`config.mk`:
```
export PLATFORM = sky130hd
export DESIGN_NAME = avst_pkt_sum
export DESIGN_NICKNAME = d
export VERILOG_FILES = /design/src/rtl/avst_sum_pkg.sv /design/src/rtl/avst_sync_fifo.sv /design/src/rtl/avst_pkt_sum.sv
export SDC_FILE = /design/constraint.sdc
export NUM_CORES = 1
export LEC_CHECK = 0
export CAP_MARGIN = 15
export CORE_UTILIZATION = 45
export DETAILED_ROUTE_END_ITERATION = 10
export PLACE_DENSITY = 0.62
export SLEW_MARGIN = 10
export SYNTH_ARGS = -nofsm -noshare
export SYNTH_HDL_FRONTEND = slang
export SYNTH_HIERARCHICAL = 1
export SYNTH_SLANG_ARGS = --single-unit
```
`constraint.sdc`:
```
create_clock -name clk -period 3.3 [get_ports clk]
set_input_delay 0.66 -clock clk [delete_from_list [all_inputs] [get_ports clk]]
set_output_delay 0.66 -clock clk [all_outputs]
set_load 0.02 [all_outputs]
```
`src/rtl/avst_sum_pkg.sv`:
```
// Shared types and elaboration-time checks for the packet-sum stream block.
package avst_sum_pkg;

    typedef enum logic {
        IDLE = 1'b0,
        SEND = 1'b1
    } state_t;

    localparam int unsigned MIN_DEPTH = 2;

    function automatic int unsigned out_beats(input int unsigned sum_w, input int unsigned data_w);
        return sum_w / data_w;
    endfunction

    function automatic bit widths_ok(input int unsigned sum_w, input int unsigned data_w);
        return (data_w >= 1) && (sum_w >= data_w) && ((sum_w % data_w) == 0);
    endfunction

    function automatic bit depth_ok(input int unsigned depth);
        return (depth >= MIN_DEPTH) && ((depth & (depth - 1)) == 0);
    endfunction

endpackage

```
`src/rtl/avst_sync_fifo.sv`:
```
// Synchronous FIFO with full/empty/count; push and pop on the same edge are both honoured.
module avst_sync_fifo #(
    parameter int unsigned WIDTH = 8,
    parameter int unsigned DEPTH = 4
) (
    input  logic                     clk,
    input  logic                     reset,
    input  logic                     push,
    input  logic [WIDTH-1:0]         din,
    input  logic                     pop,
    output logic [WIDTH-1:0]         dout,
    output logic                     full,
    output logic                     empty,
    output logic [$clog2(DEPTH):0]   count
);

    localparam int unsigned AW = $clog2(DEPTH);
    localparam logic [AW-1:0] PTR_ONE = 1;
    localparam logic [AW:0]   CNT_ONE = 1;
    localparam logic [AW:0]   CNT_FULL = DEPTH[AW:0];

    logic [WIDTH-1:0] mem [DEPTH];
    logic [AW-1:0]    wr_ptr;
    logic [AW-1:0]    rd_ptr;
    logic [AW:0]      cnt;
    logic             do_push;
    logic             do_pop;

    assign full    = (cnt == CNT_FULL);
    assign empty   = (cnt == '0);
    assign count   = cnt;
    assign dout    = mem[rd_ptr];
    assign do_push = push && !full;
    assign do_pop  = pop && !empty;

    always_ff @(posedge clk) begin
        if (do_push) begin
            mem[wr_ptr] <= din;
        end
    end

    always_ff @(posedge clk) begin
        if (reset) begin
            wr_ptr <= '0;
            rd_ptr <= '0;
            cnt    <= '0;
        end else begin
            if (do_push) begin
                wr_ptr <= wr_ptr + PTR_ONE;
            end
            if (do_pop) begin
                rd_ptr <= rd_ptr + PTR_ONE;
            end
            case ({do_push, do_pop})
                2'b10:   cnt <= cnt + CNT_ONE;
                2'b01:   cnt <= cnt - CNT_ONE;
                default: cnt <= cnt;
            endcase
        end
    end

endmodule

```
`src/rtl/avst_pkt_sum.sv`:
```
// Streaming packet summer: per-packet modular sum, queued and serialised MSB slice first.
// Optional trailing length beat enabled by defining AVST_SUM_LEN_EN.
module avst_pkt_sum
    import avst_sum_pkg::*;
#(
    parameter int unsigned DATA_W = 8,
    parameter int unsigned SUM_W  = 16,
    parameter int unsigned DEPTH  = 4
) (
    input  logic              clk,
    input  logic              reset,
    input  logic [DATA_W-1:0] data_in,
    input  logic              end_in,
    input  logic              valid_in,
    output logic              ready_in,
    output logic [DATA_W-1:0] data_out,
    output logic              end_out,
    output logic              valid_out,
    input  logic              ready_out
);

    localparam int unsigned OUT_BEATS = out_beats(SUM_W, DATA_W);
`ifdef AVST_SUM_LEN_EN
    localparam int unsigned TOTAL_BEATS = OUT_BEATS + 1;
    localparam int unsigned ENTRY_W     = SUM_W + DATA_W;
`else
    localparam int unsigned TOTAL_BEATS = OUT_BEATS;
    localparam int unsigned ENTRY_W     = SUM_W;
`endif
    localparam int unsigned IDX_W = (TOTAL_BEATS > 1) ? $clog2(TOTAL_BEATS) : 1;
    localparam logic [IDX_W-1:0] LAST_IDX = IDX_W'(TOTAL_BEATS - 1);
    localparam logic [IDX_W-1:0] IDX_ONE  = 1;

    generate
        if (!widths_ok(SUM_W, DATA_W)) begin : g_bad_widths
            $error("avst_pkt_sum: SUM_W must be a multiple of DATA_W and >= DATA_W");
        end
        if (!depth_ok(DEPTH)) begin : g_bad_depth
            $error("avst_pkt_sum: DEPTH must be a power of 2 and >= 2");
        end
    endgenerate

    logic [SUM_W-1:0]         acc;
    logic [SUM_W-1:0]         sum_next;
    logic [ENTRY_W-1:0]       entry;
    logic                     in_fire;

    logic [ENTRY_W-1:0]       fifo_dout;
    logic                     fifo_full;
    logic                     fifo_empty;
    logic [$clog2(DEPTH):0]   fifo_count;
    logic                     fifo_pop;
    logic                     count_unused;

    state_t                   state;
    state_t                   state_n;
    logic [IDX_W-1:0]         idx;
    logic [IDX_W-1:0]         idx_n;
    logic [ENTRY_W-1:0]       shreg;
    logic                     load;
    logic                     shift;

    // ready_in looks only at registered FIFO state, never at a same-cycle pop
    assign ready_in     = !reset && !fifo_full;
    assign in_fire      = valid_in && ready_in;
    assign sum_next     = acc + SUM_W'(data_in);
    assign count_unused = ^fifo_count;

    always_ff @(posedge clk) begin
        if (reset) begin
            acc <= '0;
        end else if (in_fire) begin
            acc <= end_in ? '0 : sum_next;
        end
    end

`ifdef AVST_SUM_LEN_EN
    logic [DATA_W-1:0] len_cnt;
    logic [DATA_W-1:0] len_next;

    assign len_next = len_cnt + DATA_W'(1);
    assign entry    = {sum_next, len_next};

    always_ff @(posedge clk) begin
        if (reset) begin
            len_cnt <= '0;
        end else if (in_fire) begin
            len_cnt <= end_in ? '0 : len_next;
        end
    end
`else
    assign entry = sum_next;
`endif

    avst_sync_fifo #(
        .WIDTH (ENTRY_W),
        .DEPTH (DEPTH)
    ) u_fifo (
        .clk   (clk),
        .reset (reset),
        .push  (in_fire && end_in),
        .din   (entry),
        .pop   (fifo_pop),
        .dout  (fifo_dout),
        .full  (fifo_full),
        .empty (fifo_empty),
        .count (fifo_count)
    );

    always_ff @(posedge clk) begin
        if (reset) begin
            state <= IDLE;
            idx   <= '0;
            shreg <= '0;
        end else begin
            state <= state_n;
            idx   <= idx_n;
            if (load) begin
                shreg <= fifo_dout;
            end else if (shift) begin
                shreg <= shreg << DATA_W;
            end
        end
    end

    // On the final beat's transfer a waiting sum is loaded directly, so packets leave without a bubble
    always_comb begin
        state_n   = state;
        idx_n     = idx;
        fifo_pop  = 1'b0;
        load      = 1'b0;
        shift     = 1'b0;
        valid_out = 1'b0;
        end_out   = 1'b0;
        case (state)
            IDLE: begin
                if (!fifo_empty) begin
                    fifo_pop = 1'b1;
                    load     = 1'b1;
                    idx_n    = '0;
                    state_n  = SEND;
                end
            end
            SEND: begin
                valid_out = 1'b1;
                end_out   = (idx == LAST_IDX);
                if (ready_out) begin
                    if (idx == LAST_IDX) begin
                        idx_n = '0;
                        if (!fifo_empty) begin
                            fifo_pop = 1'b1;
                            load     = 1'b1;
                        end else begin
                            shift   = 1'b1;
                            state_n = IDLE;
                        end
                    end else begin
                        idx_n = idx + IDX_ONE;
                        shift = 1'b1;
                    end
                end
            end
            default: state_n = IDLE;
        endcase
    end

    assign data_out = shreg[ENTRY_W-1 -: DATA_W];

endmodule

```
---- Word level (Yosys, flattened, before mapping) ----
Memory sizes are Yosys's and may differ from the RTL's. A register that Yosys moved wholly into a read port is not among the register bits.
Index checks and enable logic that the tools add are counted.
word-level totals
  register bits ........................... 41
  output and inout bits ................... 11
  input port bits ......................... 13
  memories kept ........................... 1
  word-level logic and storage cells ...... 57
  memory bits (writable) .................. 64
memories
  memory      words  width  read ports  clocked after memory_dff  write ports  line                  RTL
  u_fifo.mem  4      16     1           1                         1            avst_sync_fifo.sv:22  logic [WIDTH-1:0] mem [DEPTH];
cells by class
  bitwise operators ....................... 1
  reduce and logical (&&, ||, !) cells .... 12
  equal/unequal tests ..................... 5
  add/subtract/negate cells ............... 6
  multiplexer cells ....................... 25
operator list
  cell                 count
  $mux 16              3
  $add 16x8->16        1
  $mux 1               16
  $pmux 1 s2           3
  $pmux 3 s2           1
  $logic_and 1x1->1    5
  $add 2x1->2 const B  2
  $mux 2               2
  $ne 2x2->1 const B   2
  $reduce_bool 2->1    2
  $add 3x1->3 const B  1
  $eq 3x3->1 const B   1
  $logic_not 1->1      3
  $logic_not 3->1      1
  $sub 3x1->3 const B  1
  $eq 2x1->1 const B   1
  $eq 2x2->1 const B   1
  $reduce_and 2->1     1
  $add 1x1->1 const B  1
  $not 1->1            1

---- Depth between registers and ports, before layout ----
Gate-level depths: netlist (run 1).
  word-level depth ........................ 8
  mapped depth ............................ 13
  gate-level depth less buffers ........... 13

---- Cells and area by module ----
Netlist (run 1), hierarchy kept.
by module, submodules not included
  module          area each (sq um)  sequential area each (sq um)  cells each  times used
  avst_sync_fifo  2,821.5            2,102.0                       138         1
  avst_pkt_sum    1,974.4            680.7                         229         1

---- Least setup slack after synthesis (run 1) ----
OpenSTA, ideal clock, no wires.
  path type ............................... input -> register
  start ................................... in ready_out
  end ..................................... reg u_fifo.cnt[2], in the netlist u_fifo/count[2]
  setup time .............................. 0.070 ns
  data arrival time ....................... 2.651 ns
  stages .................................. 11
  data required time ...................... 3.230 ns
  path slack .............................. 0.579 ns
  buffers on the path ..................... 1
  path through ............................ nand2_1 > a21oi_2 > buf_4 > o31ai_1 > inv_1 > ha_1 > inv_1 > fa_1 > xor2_1 > or3_1 > a21oi_1
on the way
  cells in the longest elaborated chain, start to end .. 5
  elaborated cells between the ends (all ways) .. 7
  those cells by class .................... eq/ne (2); mux (3); reduce/logical (2)
RTL lines
  item                                                    line                  RTL
  from (decl)                                             avst_pkt_sum.sv:19    input logic ready_out
  $mux 1 *                                                avst_pkt_sum.sv:147   if (ready_out) begin
  $pmux 1 s2 *                                            avst_pkt_sum.sv:135   case (state)
  net fifo_pop                                            avst_pkt_sum.sv:52    logic fifo_pop;
  $logic_and 1x1->1 *                                     avst_sync_fifo.sv:34  assign do_pop = pop && !empty;
  net u_fifo.do_pop                                       avst_sync_fifo.sv:27  logic do_pop;
  $eq 2x1->1 / $eq 2x2->1 (equally long branches)         avst_sync_fifo.sv:54  case ({do_push, do_pop})
  $pmux 3 s2 / $reduce_bool 2->1 (equally long branches)  -
  to (signal assigned)                                    avst_sync_fifo.sv:55  2'b10: cnt <= cnt + CNT_ONE;
  to (signal assigned)                                    avst_sync_fifo.sv:56  2'b01: cnt <= cnt - CNT_ONE;
  to (signal assigned)                                    avst_sync_fifo.sv:57  default: cnt <= cnt;
  to (decl)                                               avst_sync_fifo.sv:25  logic [AW:0] cnt;
Mark *: on every way through the listed nets, which the timed path passes. The rest lies on a longest branch.
A chain may end at the register's enable or synchronous reset.

---- Worst setup path in the final report (run 1) ----
  start ................................... in reset
  end ..................................... out ready_in
on the way
  cells in the longest elaborated chain, start to end .. 2
RTL lines
  item               line                RTL
  from (decl)        avst_pkt_sum.sv:11  input logic reset,
  $logic_not 1->1    avst_pkt_sum.sv:64  assign ready_in = !reset && !fifo_full;
  $logic_and 1x1->1  avst_pkt_sum.sv:64
  to (decl)          avst_pkt_sum.sv:15  output logic ready_in,
No other way between the ends.

==> reports/results.ini, run 1 <==
[critical_path]
cp-start-kind = input pin
r2r_slack_ps = 820
r2r-end = u_fifo/count[2]
slowest_delay_ps = 550
critical_path_class = in2out
reg2reg_depth = 13
required_ps = 2640
crit_family = buffers and inverters
cp.depth = 4
path_buf_inv = 3
crit_chain = clkdlybuf4s50_1, buf_4, nor2_1, clkdlybuf4s50_1
arrival_ps = 2260
worst_path_max_delay_cell = clkdlybuf4s50_1
endpoint_kind = primary output
reg2reg_from = u_fifo/count[2]
crit_path_start = reset
cp_max_fo = 42
critPathMostFrequentCell = clkdlybuf4s50_1
endpoint = ready_in

[logic_synthesis]
synth_cells = 367
synth_area_leaders = edfxtp_1 40%, dfxtp_1 18%, mux4_2 4.7%, ha_1 3.4%, mux4_1 3.3%
yosys_warnings = 6
synth.distinct_cells = 57
synth_seq_cells = 107
syn_avg_cell_area_sq_um = 13.07
yosysTopAreaCellShare_pct = 40.07
syn_area_sq_um = 4796
yosysTopAreaCell = edfxtp_1
async_flop_share_pct = 0
synth_flop_cell = edfxtp_1
synth_seq_area_share_pct = 58.02
synth-edff-count = 64
syn-num-nets = 395

[sta]
skew_ps = 9.867
setup_viol = 0
hold_ws_ps = 473.5
fin_crit_ps = 2921
finalCritPeriodShare_pct = 88.52
tightest_slew_ps = 972.9
maxSlewHeadroom_pct = 34.70
hold_viol = 0
rsz0062_at_grt = false
slew_violations = 0
max_freq_mhz = 342.3
fin_setup_tns_ps = 0

[cells_and_area]
nets = 420
fillCellCount = 892
fin_cells = 533
syn_to_final_growth_pct = 11.14
n_antenna_cell = 0
design_area_sq_um = 5330
fin_util_pct = 51.63
drive_gt1_share_pct = 13.10

[clock_network]
cts_buffer_depth = 2
htreeDepth = 3
cts.sinks = 107
path_clk_slew_ps = 90
numCtsBuffers = 9
tritoncts = yes
clock_latency_ps = 360
cts_hold_buffers = 0
post_cts_buffers = 0
postCtsResizedCells = 0
cts_root_buffer = clkbuf_8

[power_and_ir_drop]
p_int_w = 0.001872
power_frac_comb_pct = 10.9
p_leak_nw = 1.872
swShare_pct = 24.86
ir_worst_vdd_uv = 287.8
seqPwrFrac_pct = 59.1
switching_power_w = 0.0006193
power_density_nw_per_um2 = 467.4
power.share.clock_pct = 30.0

[global_routing]
overflow = 0
grt_pass1_wl_um = 14430
grt_pass1_vias = 2816
grt_antenna_before_repair = 0
track_usage_pct = 17.15
grt_max_degree = 43

[place]
gp_congestion = 0.8346
dpl.hpwl_um = 5995
placed_area_sq_um = 5146
dp.cells = 517
portBuffers = 23

[route]
post_drt_wl_per_cell_um = 16.28
drt-total-wl_um = 8675
via_per_inst = 5.445
drtAntennaViolNets = 0
drc = 0
drtIter0Drc = 99
drt-pass1-iter-count = 4
vias = 2902

[die]
initial_core_util_pct = 46.45
chipWidth_um = 105.2
die-height_um = 105.2
coreArea_sq_um = 10320
rows = 37
ioPinCount = 24
die_area_sq_um = 11070

[worst_hold_path]
worstHoldStart = acc[2]
min-delay-path-class = reg2reg

[outcome]
outcome = finished clean

[flow_run]
max_cap_violations = 0

per-stage QoR:
| stage | power [W] | setup slack [ps] |
|---|---|---|
| 2_1_floorplan | 0.001696 | 578.8 |
| 3_3_place_gp | 0.001770 | 158.1 |
| 3_5_place_dp | 0.001776 | 118.8 |
| 4_1_cts | 0.002518 | 357.8 |
| 5_1_grt | 0.002602 | 309.3 |
| 6_report | 0.002492 | 378.8 |
placed cells by master, fill, tap and decap left out, types with 3 or more instances in the layout:
master,count
nor2_1,36
xor2_1,8
a22oi_1,10
nand2b_1,3
nand3_1,5
a211oi_1,8
mux4_2,10
mux4_1,6
clkdlybuf4s50_1,23
buf_4,12
and2_1,8
a21o_1,6
o211ai_1,4
nand4_1,3
a2111oi_0,3
mux2i_1,10
ha_1,13
or3_1,7
a21oi_1,17
dfxtp_1,43
clkbuf_8,10
nand2_1,16
xnor2_1,7
inv_1,14
edfxtp_1,64
o21ai_0,11
routing by layer:
layer / vias up / GRT usage [%] / part of all wire [%]
li1: 1430 / - / -
met1: 1414 / 23.00 / 48
met2: 51 / 27.96 / 48
met3: 7 / 2.412 / 3.3
met4: 0 / 7.344 / 0.78
met5: - / 0 / 0
power groups by stage:
stage	registers [W]	clock network, W	logic [W]
finish	0.00147	0.000749	0.000270
global route	0.00148	0.000824	0.000299
CTS	0.00147	0.000772	0.000273
detailed placement	0.00150	0	0.000272
global placement	0.00150	0	0.000267
floorplan	0.00150	0	0.000196
how the worst min path moves through the flow:
stage          endpoint  cells past startpoint
3_5_place_dp     acc[2]                      2
6_report         acc[2]                      2
3_3_place_gp     acc[2]                      2
2_1_floorplan    acc[2]                      2
5_1_grt          acc[7]                      1
4_1_cts          acc[2]                      2
Yosys cell counts (all sizes together), types with 5 or more instances:
library cell and n:
nand2 16, nand3 5, or3 8, o21ai 13, inv 14, ha 13, mux4 16, and2 8
edfxtp 64, a211oi 8, a21o 7, xnor2 7, xor2 8, a22oi 10, nor2 37, clkbuf 6
mux2i 10, buf 15, a21oi 18, dfxtp 43, o211ai 5
registers in the layout (all words and copies together), names as in the netlist, named ones only:
| name | flops |
|---|---|
| u_fifo/wr_ptr | 2 |
| u_fifo/mem | 64 |
| u_fifo/rd_ptr | 2 |
| shreg | 16 |
| u_fifo/count | 3 |
| idx | 1 |
| acc | 16 |
| state | 1 |
area by class of cell:
type	instances	area, sq um	area share (%)
clock buffer	10	137.6	2.582
inverter	14	52.55	0.9859
clock inverter	6	46.29	0.8685
tap	136	170.2	3.192
timing repair buffer	35	320.3	6.009
multi-input combinational	225	1821	34.16
sequential	107	2783	52.21
cell families (layout without fill, tap and decap cells):
kind of cell | Yosys count | count (layout) | synth area share, %
AND/OR/NAND/NOR | 92 | 92 | 9.705
multiplexers | 26 | 26 | 10.07
AO/OA/AOI/OAI | 77 | 77 | 11.22
XOR/XNOR | 15 | 15 | 2.739
buffers and inverters | 35 | 65 | 4.017
flip-flops | 107 | 107 | 58.02
adder cells (fa/ha/maj) | 15 | 15 | 4.227
worst register-to-register path, stage by stage, from the launching register on:
cell	delay (ps)
dfxtp_1	400
nor3b_2	300
nor3b_2	100
nand2_1	110
inv_1	70
inv_1	90
nor2_1	70
inv_1	60
ha_1	180
inv_1	60
fa_1	380
xor2_1	160
or3_1	310
a21oi_1	140
Note: power is estimated with default switching activity, not from simulation.
==> run 2: changes to the inputs <==
CTS_CLUSTER_SIZE = 12   (was unset)
==> results of run 2 <==
No change in the layout: final DEF, timing and power equal those of run 1.
==> run 3: changes to the inputs <==
SLEW_MARGIN = unset   (was 10)
==> results of run 3 <==
No change in the layout: final DEF, timing and power equal those of run 1.
